$ cat src/rtl/seq_ctrl.sv
// seq_ctrl: instruction sequencer for the 4-bit core.
// Walks FETCH -> DECODE -> EXEC -> WB per instruction, drives PC strobes,
// latches the fetched word into ir and halts on HLT, end of program or fetch timeout.
// Optional feature macro: SINGLE_STEP_EN (adds step input and PAUSE state after WB).
module seq_ctrl #(
    parameter int ADDR_W      = 5,
    parameter int INSTR_W     = 8,
    parameter int TIMEOUT_CYC = 15
) (
    input  logic               clk,
    input  logic               rst,
    input  logic               start,
    input  logic [ADDR_W-1:0]  pc_val,
    input  logic               pc_max,
    output logic               pc_inc,
    output logic               pc_load,
    output logic [ADDR_W-1:0]  pc_load_val,
    output logic               mem_req,
    output logic [ADDR_W-1:0]  mem_addr,
    input  logic               mem_ack,
    input  logic [INSTR_W-1:0] mem_rdata,
    output logic [INSTR_W-1:0] ir,
    input  logic               flag_z,
    output logic               alu_en,
    output logic               reg_we,
    output logic               busy,
    output logic               halted,
    output logic               err
`ifdef SINGLE_STEP_EN
    ,
    input  logic               step
`endif
);

    typedef enum logic [2:0] {
        S_IDLE, S_FETCH, S_DECODE, S_EXEC, S_WB, S_HALT
`ifdef SINGLE_STEP_EN
        , S_PAUSE
`endif
    } state_t;

    // Last counter value before the timeout fires: TIMEOUT_CYC fetch cycles in total.
    localparam logic [7:0] TO_LAST = 8'(TIMEOUT_CYC - 1);

    state_t             state_q, state_d;
    logic [INSTR_W-1:0] ir_q;
    logic [7:0]         cnt_q;
    logic               err_q;
    logic [ADDR_W-1:0]  addr_q;
    logic               jmp_q;     // EXEC issued a pc_load for the current instruction

    logic [3:0] op;
    logic       is_alu;
    logic       take;

    assign op     = ir_q[7:4];
    assign is_alu = (op != 4'h0) && (op <= 4'hC);
    assign take   = (op == 4'hE) || ((op == 4'hD) && flag_z);

    // State register.
    always_ff @(posedge clk) begin
        if (rst) state_q <= S_IDLE;
        else     state_q <= state_d;
    end

    // Next-state and per-state strobes.
    always_comb begin
        state_d     = state_q;
        pc_inc      = 1'b0;
        pc_load     = 1'b0;
        pc_load_val = '0;
        mem_req     = 1'b0;
        alu_en      = 1'b0;
        reg_we      = 1'b0;
        case (state_q)
            S_IDLE:   if (start) state_d = S_FETCH;
            S_FETCH: begin
                mem_req = 1'b1;
                if (mem_ack)              state_d = S_DECODE;
                else if (cnt_q == TO_LAST) state_d = S_HALT;
            end
            S_DECODE: state_d = (op == 4'hF) ? S_HALT : S_EXEC;
            S_EXEC: begin
                if (take) begin
                    pc_load     = 1'b1;
                    pc_load_val = ADDR_W'(ir_q[3:0]);
                end else begin
                    pc_inc = 1'b1;
                end
                alu_en  = is_alu;
                state_d = S_WB;
            end
            S_WB: begin
                reg_we = is_alu;
                if (pc_max && !jmp_q) state_d = S_HALT;
`ifdef SINGLE_STEP_EN
                else                  state_d = S_PAUSE;
`else
                else                  state_d = S_FETCH;
`endif
            end
`ifdef SINGLE_STEP_EN
            S_PAUSE:  if (step) state_d = S_FETCH;
`endif
            S_HALT:   state_d = S_HALT;
            default:  state_d = S_IDLE;
        endcase
    end

    // Datapath: address capture, instruction latch, timeout counter, sticky error.
    always_ff @(posedge clk) begin
        if (rst) begin
            ir_q   <= '0;
            cnt_q  <= '0;
            err_q  <= 1'b0;
            addr_q <= '0;
            jmp_q  <= 1'b0;
        end else begin
            if (state_d == S_FETCH && state_q != S_FETCH) addr_q <= pc_val;
            if (state_q == S_FETCH) begin
                if (mem_ack) begin
                    ir_q  <= mem_rdata;
                    cnt_q <= '0;
                end else if (cnt_q == TO_LAST) begin
                    err_q <= 1'b1;
                    cnt_q <= '0;
                end else begin
                    cnt_q <= cnt_q + 8'd1;
                end
            end
            if (state_q == S_EXEC) jmp_q <= pc_load;
        end
    end

    assign mem_addr = addr_q;
    assign ir       = ir_q;
    assign err      = err_q;
    assign halted   = (state_q == S_HALT);
    assign busy     = (state_q != S_IDLE) && (state_q != S_HALT);

endmodule
$ cat config.mk
export PLATFORM = sky130hd
export DESIGN_NAME = seq_ctrl
export DESIGN_NICKNAME = d
export VERILOG_FILES = /design/src/rtl/seq_ctrl.sv
export SDC_FILE = /design/constraint.sdc
export NUM_CORES = 1
export LEC_CHECK = 0
export ABC_AREA = 1
export CORE_MARGIN = 5
export CORE_UTILIZATION = 49
export CTS_CLUSTER_SIZE = 28
export DETAILED_ROUTE_END_ITERATION = 7
export GPL_TIMING_DRIVEN = 0
export PLACE_DENSITY_LB_ADDON = 0.15
export SYNTH_ARGS = -nofsm -noshare
export SYNTH_HDL_FRONTEND = slang
export SYNTH_SLANG_ARGS = --single-unit
$ cat constraint.sdc
create_clock -name clk -period 2.9 [get_ports clk]
set_input_delay 0.725 -clock clk [delete_from_list [all_inputs] [get_ports clk]]
set_output_delay 0.725 -clock clk [all_outputs]
set_load 0.05 [all_outputs]
==> results of run 1 <==
[cells in the mapped netlist, types with 2 or more instances]
cell     instances
a21oi_1         21
ha_1             2
o21ai_0         17
buf_4            2
nor2_2           5
dfxtp_1         26
nand3_1         11
inv_1           26
inv_2            4
nand2_1         37
nand4_1          6
buf_6            3
nor2_1          33
[state kept, by name, indices dropped and copies added (netlist names)]
register	flops
cnt_q	8
ir	8
mem_addr	5
state_q	3
err	1
jmp_q	1
[area by class of cell]
type	count	area (um^2)	area share [%]
plain buffers	7	57.6	3.10
clock buffers	4	36.3	1.96
inverters	30	113	6.07
multi-input cells	142	689	37.2
flip-flops and latches	26	520	28.1
well taps	31	38.8	2.09
repair buffers	42	400	21.6
[routing by layer]
| layer | up-vias | routed length [um] | global-route usage, % |
|---|---|---|---|
| li1 | 743 | - | - |
| met1 | 580 | 1510 | 20.4 |
| met3 | 2 | 105 | 3.06 |
| met5 | - | 0 | 0 |
| met2 | 24 | 1420 | 27.2 |
| met4 | 0 | 12 | 3.98 |
[worst min-delay path, stage by stage (launching register included)]
cell and delay (ns):
dfxtp_1 0.34, inv_1 0.06, a21oi_1 0.05
[final timing paths]
check                     end  startpoint
hold reg to reg         ir[1]       ir[1]
setup reg to reg  mem_addr[1]    cnt_q[0]
hold / removal          ir[1]       ir[1]
setup / recovery      pc_load      flag_z
[stage by stage]
| step | TNS, ns | utilization, % | cell area, um^2 | worst slack (ns) |
|---|---|---|---|---|
| floorplan | 0 | - | 1380 | 0.310 |
| global placement | -1.55 | 67.9 | 1840 | -0.298 |
| detailed placement | -1.50 | 67.9 | 1840 | -0.287 |
| CTS | 0 | 69.1 | 1870 | 0.0135 |
| global route | 0 | 68.5 | 1860 | 0.00550 |
| finish | 0 | 68.5 | 1860 | 0.0642 |
[what timing repair did]
action                                  in CTS  in global routing
gates cloned                                 0                  0
hold endpoints to repair                     0                  0
endpoints found under the setup margin       7                  6
gates resized for setup                     11                  6
hold buffers                                 0                  0
pin swaps                                    0                  0
buffers inserted                             0                  0
[logic make-up (layout without fill, tap and decap cells)]
group           after synthesis  count (layout)  synth area share [%]
flops                        26              26                  37.9
fa+ha+maj                     2               2                  1.82
other cells                   1               1                 0.273
buf+inv                      37              83                  12.4
simple gates                100             100                  33.4
compound gates               39              39                  14.2
[where the power goes]
part	internal, uW	leakage [uW]	total, uW	switching (uW)
combinational	99.8	0.000548	267	167
sequential	381	0.000212	397	16.9
clock	76.8	0.0000210	187	110
total	557	0.000781	851	294
==> out/metrics.csv, run 1 <==
metric;value;unit
RSZ-0062 raised after global routing;false;
dpl hpwl;2.35;mm
total power;851;uW
width of the chip;63.0;um
Setup crit start kind;primary input;
Remaining DRCs;0;
first drt pass iteration count;4;
Worst Setup End Kind;primary output;
area added between synthesis and finish;35.1;%
Starting DRT DRC Count;50;
commonest non-fill, non-tap cell in the layout;nand2_1;
gr usage total;15.9;%
Fin Hold WS;0.478;ns
Slew Viols, Final;0;
die area;0.00396;mm^2
DRT antenna net count;0;
Clock Pin Slew Worst Setup and Hold Paths;0.15;ns
DRT Wirelength;3.04;mm
Worst Max-Slew Pin Slew;0.503;ns
Vert. Die Dim;63.0;um
CTS tree;yes;
Placer Congestion;0.827;
Synth area leaders;dfxtp_1 38%, nand2_1 10%, nor2_1 9.0%;
period utilization;97.8;%
Crit-path slowest cell;clkdlybuf4s15_1;
Clock Skews;0.00763;ns
cell depth of the worst hold path;2;
Yosys top cell area share;37.9;%
CP top delay family;buffers and inverters;
leak pwr;0.000781;uW
Vias;1349;
I/O pin count;45;
pwr dens;459;mW/mm^2
Syn Area/Cell;6.70;um^2
number of global-route vias before repair;1250;
max incr delay on CP;0.49;ns
Yosys top cell by area;dfxtp_1;
mapped cell area;0.00137;mm^2
Slew HR;66.4;%
core area;0.00271;mm^2
fillcell total;258;
critical-path cell list;clkdlybuf4s50_1 -> o21ai_0 -> nor2_1 -> nand2_1 -> inv_1 -> clkdlybuf4s15_1;
Min-Delay Path Class;reg -> reg;
Num CTS Buffers;3;
H-tree depth;1;
Crit path depth;6;
gr ovfl total;0;
Worst EP required;2.17;ns
nets;273;
Post-Syn Instances;205;
Initial Util;50.7;%
first-pass GRT wire length;5.34;mm
Hold Fails Final Rpt;0;
Max clock buf depth;2;
worst r2r path cells;10;
Max-Cap Viols;0;
port bufs;42;
crit path DAT;2.11;ns
ant diodes;0;
Tmin final;2.84;ns
most frequent cells in the layout;37 x nand2_1, 34 x clkdlybuf4s50_1, 33 x nor2_1, 26 x inv_1, 26 x dfxtp_1;
Rows;19;
#FFs+latches synth;26;
r2r setup slk;1.30;ns
Num Clock Sinks;26;
drt via density;4.78;
Post-Layout Cell Count;282;
largest net degree at the start of global routing;15;
sequential area share after synthesis;37.9;%
Buf+Inv Stages, Crit Path;3;
antenna violations before repair;0;
CTS root buffer;clkbuf_4;
syn_nets;226;
Async S/R FF share, synth;0;%
later-pin clock latency in the skew report;0.32;ns
CP max FO;5;
share of layout cells above drive strength 1;11.2;%
Final setup viols;0;
Worst VDD drop;0.389;mV
post-DR wirelength/cell;10.8;um
prevailing post-synth register cell;dfxtp_1;
Ys Warns;0;
max frequency;353;MHz
# placed instances;278;
Post-synth EDFFs;0;
Synth cell types;25;
status;completed;
WS Path Type;in -> out;
Note: power is estimated with default switching activity, not from simulation.
==> run 2, diff against run 1 <==
Settings changed: CORE_UTILIZATION 49 to 45.
Clock period 2.9 ns to 3.05 ns, I/O delays scaled along.
==> out/metrics.csv, run 2 (synthesis gave the netlist of run 1 again) <==
metric;value;unit
ant diodes;0;
total power;775;uW
Util after Layout;61.7;%
leak pwr;0.000750;uW
commonest non-fill, non-tap cell in the layout;nand2_1;
Final setup viols;0;
met3 Resource Use GR;2.56;%
Vert. Die Dim;65.3;um
later-pin clock latency in the skew report;0.31;ns
Tmin final;2.86;ns
critical path's most frequent cell;nor2_1;
post-DR wirelength/cell;11.0;um
pre-CTS setup slack;-0.239;ns
share of layout cells above drive strength 1;11.2;%
gr ovfl total;0;
Placer Congestion;0.869;
Max clock buf depth;2;
Clock Skews;0.00185;ns
WS Path Type;reg -> out;
worst r2r src;cnt_q[0];
CP top delay family;buffers and inverters;
Worst Setup End Kind;primary output;
Slew HR;65.2;%
number of global-route vias before repair;1308;
Worst Max-Slew Pin Slew;0.520;ns
Fin Hold WS;0.479;ns
DRT Wirelength;3.12;mm
Clock Pin Slew Worst Setup and Hold Paths;0.13;ns
busiest grt layer;met2;
Num Clock Sinks;26;
H-tree depth;1;
max frequency;350;MHz
Worst VDD drop;0.243;mV
Final WS setup;0.193;ns
Buf+Inv Stages, Crit Path;2;
Rows;20;
Slew Viols, Final;0;
Finished Cell Area;0.00184;mm^2
most frequent cells in the layout;37 x nand2_1, 36 x clkdlybuf4s50_1, 33 x nor2_1, 26 x inv_1, 26 x dfxtp_1;
Worst Setup SP;state_q[0];
I/O pin count;45;
nets;273;
max incr delay on CP;0.80;ns
crit path DAT;2.09;ns
placed instance area;0.00184;mm^2
CTS root buffer;clkbuf_4;
drt via density;4.81;
first-pass GRT wire length;5.56;mm
dpl hpwl;2.43;mm
met2 Use GR;27.1;%
Setup crit start kind;register;
Max-Cap Viols;0;
port bufs;42;
RSZ-0062 raised after global routing;false;
core area;0.00298;mm^2
Num CTS Buffers;3;
status;completed;
pwr dens;422;mW/mm^2
largest net degree at the start of global routing;14;
DRT antenna net count;0;
critical-path cell list;nand2_1 -> nor2_1 -> inv_1 -> nor2_1 -> clkdlybuf4s50_1;
Worst Hold Launch;ir[0];
Min-Delay Path Class;reg -> reg;
period utilization;93.7;%
Hold Fails Final Rpt;0;
area added between synthesis and finish;33.8;%
Initial Util;46.1;%
antenna violations before repair;0;
CP max FO;7;
Vias;1362;
Post-CTS Hold Fix Bufs;0;
Starting DRT DRC Count;54;
first drt pass iteration count;4;
width of the chip;65.3;um
met1 Usage GRT;21.2;%
Remaining DRCs;0;
die area;0.00426;mm^2
gr usage total;15.9;%
CTS tree;yes;
Crit-path slowest cell;clkdlybuf4s50_1;
Worst EP required;2.29;ns
## run 2: changes by cell type in the layout (fill, tap and decap cells not counted), sizes merged
cell / delta
clkdlybuf4s50: +2
dlymetal6s2s: -1
dlygate4sd2: -1
clkdlybuf4s15: -1
## run 2: per-layer routing
metal	part of all wire, %	vias to the layer above
met5	0	-
met4	0	0
met3	3.4	0
met2	47	23
met1	49	596
li1	-	743
## run 2: through the flow
stage	instances	TNS (ns)
after global placement	280	-1.14
final	283	0
after floorplan	205	0
after detailed placement	280	-1.12
after global routing	283	0
after CTS	283	0
## run 2: report_power, final
| group | total (uW) | internal, uW | switching [uW] |
|---|---|---|---|
| Clock | 144 | 46.2 | 97.8 |
| Combinational | 254 | 94.9 | 159 |
| Sequential | 377 | 362 | 15.4 |
## run 2: area by class of cell
cell class	instances	area, um^2
sequential	26	520
buffer	7	57.6
multi-input combinational	142	689
tap	33	41.3
fill	297	1140
clock buffer	3	22.5
inverter	30	113
timing repair buffer	42	394
## run 2: tightest hold or removal path, cell delays in order (launching register included)
cell     delay [ns]
dfxtp_1        0.33
inv_1          0.06
a21oi_1        0.05
## run 2: final timing paths
| kind | end | slack [ns] | cells past startpoint |
|---|---|---|---|
| max | alu_en | 0.19 | 5 |
| max reg2reg | mem_addr[2] | 1.43 | 10 |
| min reg2reg | ir[0] | 0.48 | 2 |
| min | ir[0] | 0.48 | 2 |
## run 2: repair_timing
item	in CTS	in global routing
resized for setup	6	10
endpoints found under the hold margin	0	0
endpoints found under the setup margin	6	5
setup buffers	0	0
==> run 3, diff against run 2 <==
Settings changed: CORE_ASPECT_RATIO from default to 0.6, SLEW_MARGIN from default to 5.
==> out/metrics.csv, run 3 (synthesis gave the netlist of run 1 again) <==
metric;value;unit
status;completed;
Num Clock Sinks;26;
die area;0.00429;mm^2
DRT Wirelength;3.39;mm
Initial Util;47.5;%
gr usage total;17.8;%
share of layout cells above drive strength 1;10.8;%
post-DR wirelength/cell;11.6;um
Remaining DRCs;0;
Reg power frac;45.5;%
area added between synthesis and finish;36.2;%
port bufs;42;
antenna violations before repair;0;
Setup crit start kind;primary input;
M1 wire length;1.81;mm
drt via density;4.72;
Post-Route Setup TNS;0;ns
largest net degree at the start of global routing;14;
Hold Fails Final Rpt;0;
Tmin final;2.96;ns
Final WS setup;0.0948;ns
fillcell total;290;
Final setup viols;0;
first drt pass iteration count;5;
H-tree depth;1;
Max clock buf depth;2;
Max-Cap Viols;0;
switching power;284;uW
Worst Setup End Kind;primary output;
most frequent cells in the layout;37 x nand2_1, 36 x clkdlybuf4s50_1, 33 x nor2_1, 26 x inv_1, 26 x dfxtp_1;
RSZ-0062 raised after global routing;false;
pre-CTS setup slack;-0.252;ns
crit path DAT;2.19;ns
pwr dens;443;mW/mm^2
core area;0.00289;mm^2
# placed instances;289;
I/O pin count;45;
Worst Max-Slew Pin Slew;0.514;ns
first-pass GRT wire length;5.87;mm
total power;829;uW
period utilization;96.9;%
Vert. Die Dim;52.8;um
Comb pwr share;31.0;%
CTS tree;yes;
met2 wire length;1.32;mm
Vias;1379;
Rows;15;
Worst EP required;2.29;ns
width of the chip;81.3;um
met3 WL;239;um
r2r setup slk;1.38;ns
Slew HR;65.6;%
Starting DRT DRC Count;90;
nets;273;
Min-Delay Path Class;reg -> reg;
Clock Pin Slew Worst Setup and Hold Paths;0.08;ns
DRT antenna net count;0;
switch share;34.3;%
number of global-route vias before repair;1279;
clock network power share;23.5;%
max frequency;338;MHz
gr ovfl total;0;
Sequential Area;520;um^2
ant diodes;0;
commonest non-fill, non-tap cell in the layout;nand2_1;
Num CTS Buffers;3;
CTS root buffer;clkbuf_8;
Clock Skews;0.00545;ns
Int Pwr;545;uW
top layer in use;met4;
Post-CTS Hold Fix Bufs;0;
area of the multi-input gates;689;um^2
dpl hpwl;2.68;mm
Post-Layout Cell Count;292;
Worst VDD drop;0.264;mV
Slew Viols, Final;0;
WS Path Type;in -> out;
leak pwr;0.000762;uW
CP max FO;5;
later-pin clock latency in the skew report;0.27;ns
Placer Congestion;0.874;
Fin Hold WS;0.469;ns
==> run 3: cell count changes in the layout (fill, tap and decap cells not counted), sizes merged <==
| cell | before | now |
|---|---|---|
| dlygate4sd2 | 1 | 2 |
| clkbuf | 9 | 8 |
==> run 3: critical path, cell delays in order <==
cell,delay [ns]
clkdlybuf4s50_1,0.45
o21ai_0,0.07
nor2_1,0.14
nand2_1,0.16
inv_1,0.09
dlygate4sd2_1,0.53
==> run 3: layout make-up <==
type                    instances  share of cell area, %
inverters                      30                   6.02
well taps                      42                   2.81
clock buffers                   3                   2.21
repair buffers                 42                   21.3
multi-input cells             142                   36.8
plain buffers                   7                   3.07
flip-flops and latches         26                   27.8
==> run 3: per-layer routing <==
metal	track usage [%]	vias up
li1	-	742
met1	26.7	600
met2	25.0	33
met3	4.81	4
met4	3.37	0
met5	0	-
==> run 3: worst paths after layout <==
check	startpoint	to	depth (start not counted)
worst max-delay path	flag_z	pc_load	6
worst min-delay path	ir[0]	ir[0]	2
worst max register to register	cnt_q[0]	mem_addr[0]	9
worst min register to register	ir[0]	ir[0]	2
==> run 3: what timing repair did <==
action | 4_1_cts | 5_1_grt
buffers inserted | 0 | 0
gates resized for setup | 6 | 8
endpoints found under the setup margin | 6 | 4
==> run 3: power by group through the flow <==
stage          logic, uW  clock network, uW  registers, uW
6_report             257                195            377
5_1_grt              278                209            381
4_1_cts              259                198            377
3_5_place_dp         259                  0            385
3_3_place_gp         257                  0            385
2_1_floorplan        112                  0            445
==> run 3: through the flow <==
stage                     area (um^2)  utilization (%)
after floorplan                  1380                -
after global placement           1850             64.1
after detailed placement         1850             64.1
after CTS                        1890             65.3
after global routing             1870             64.8
final                            1870             64.8
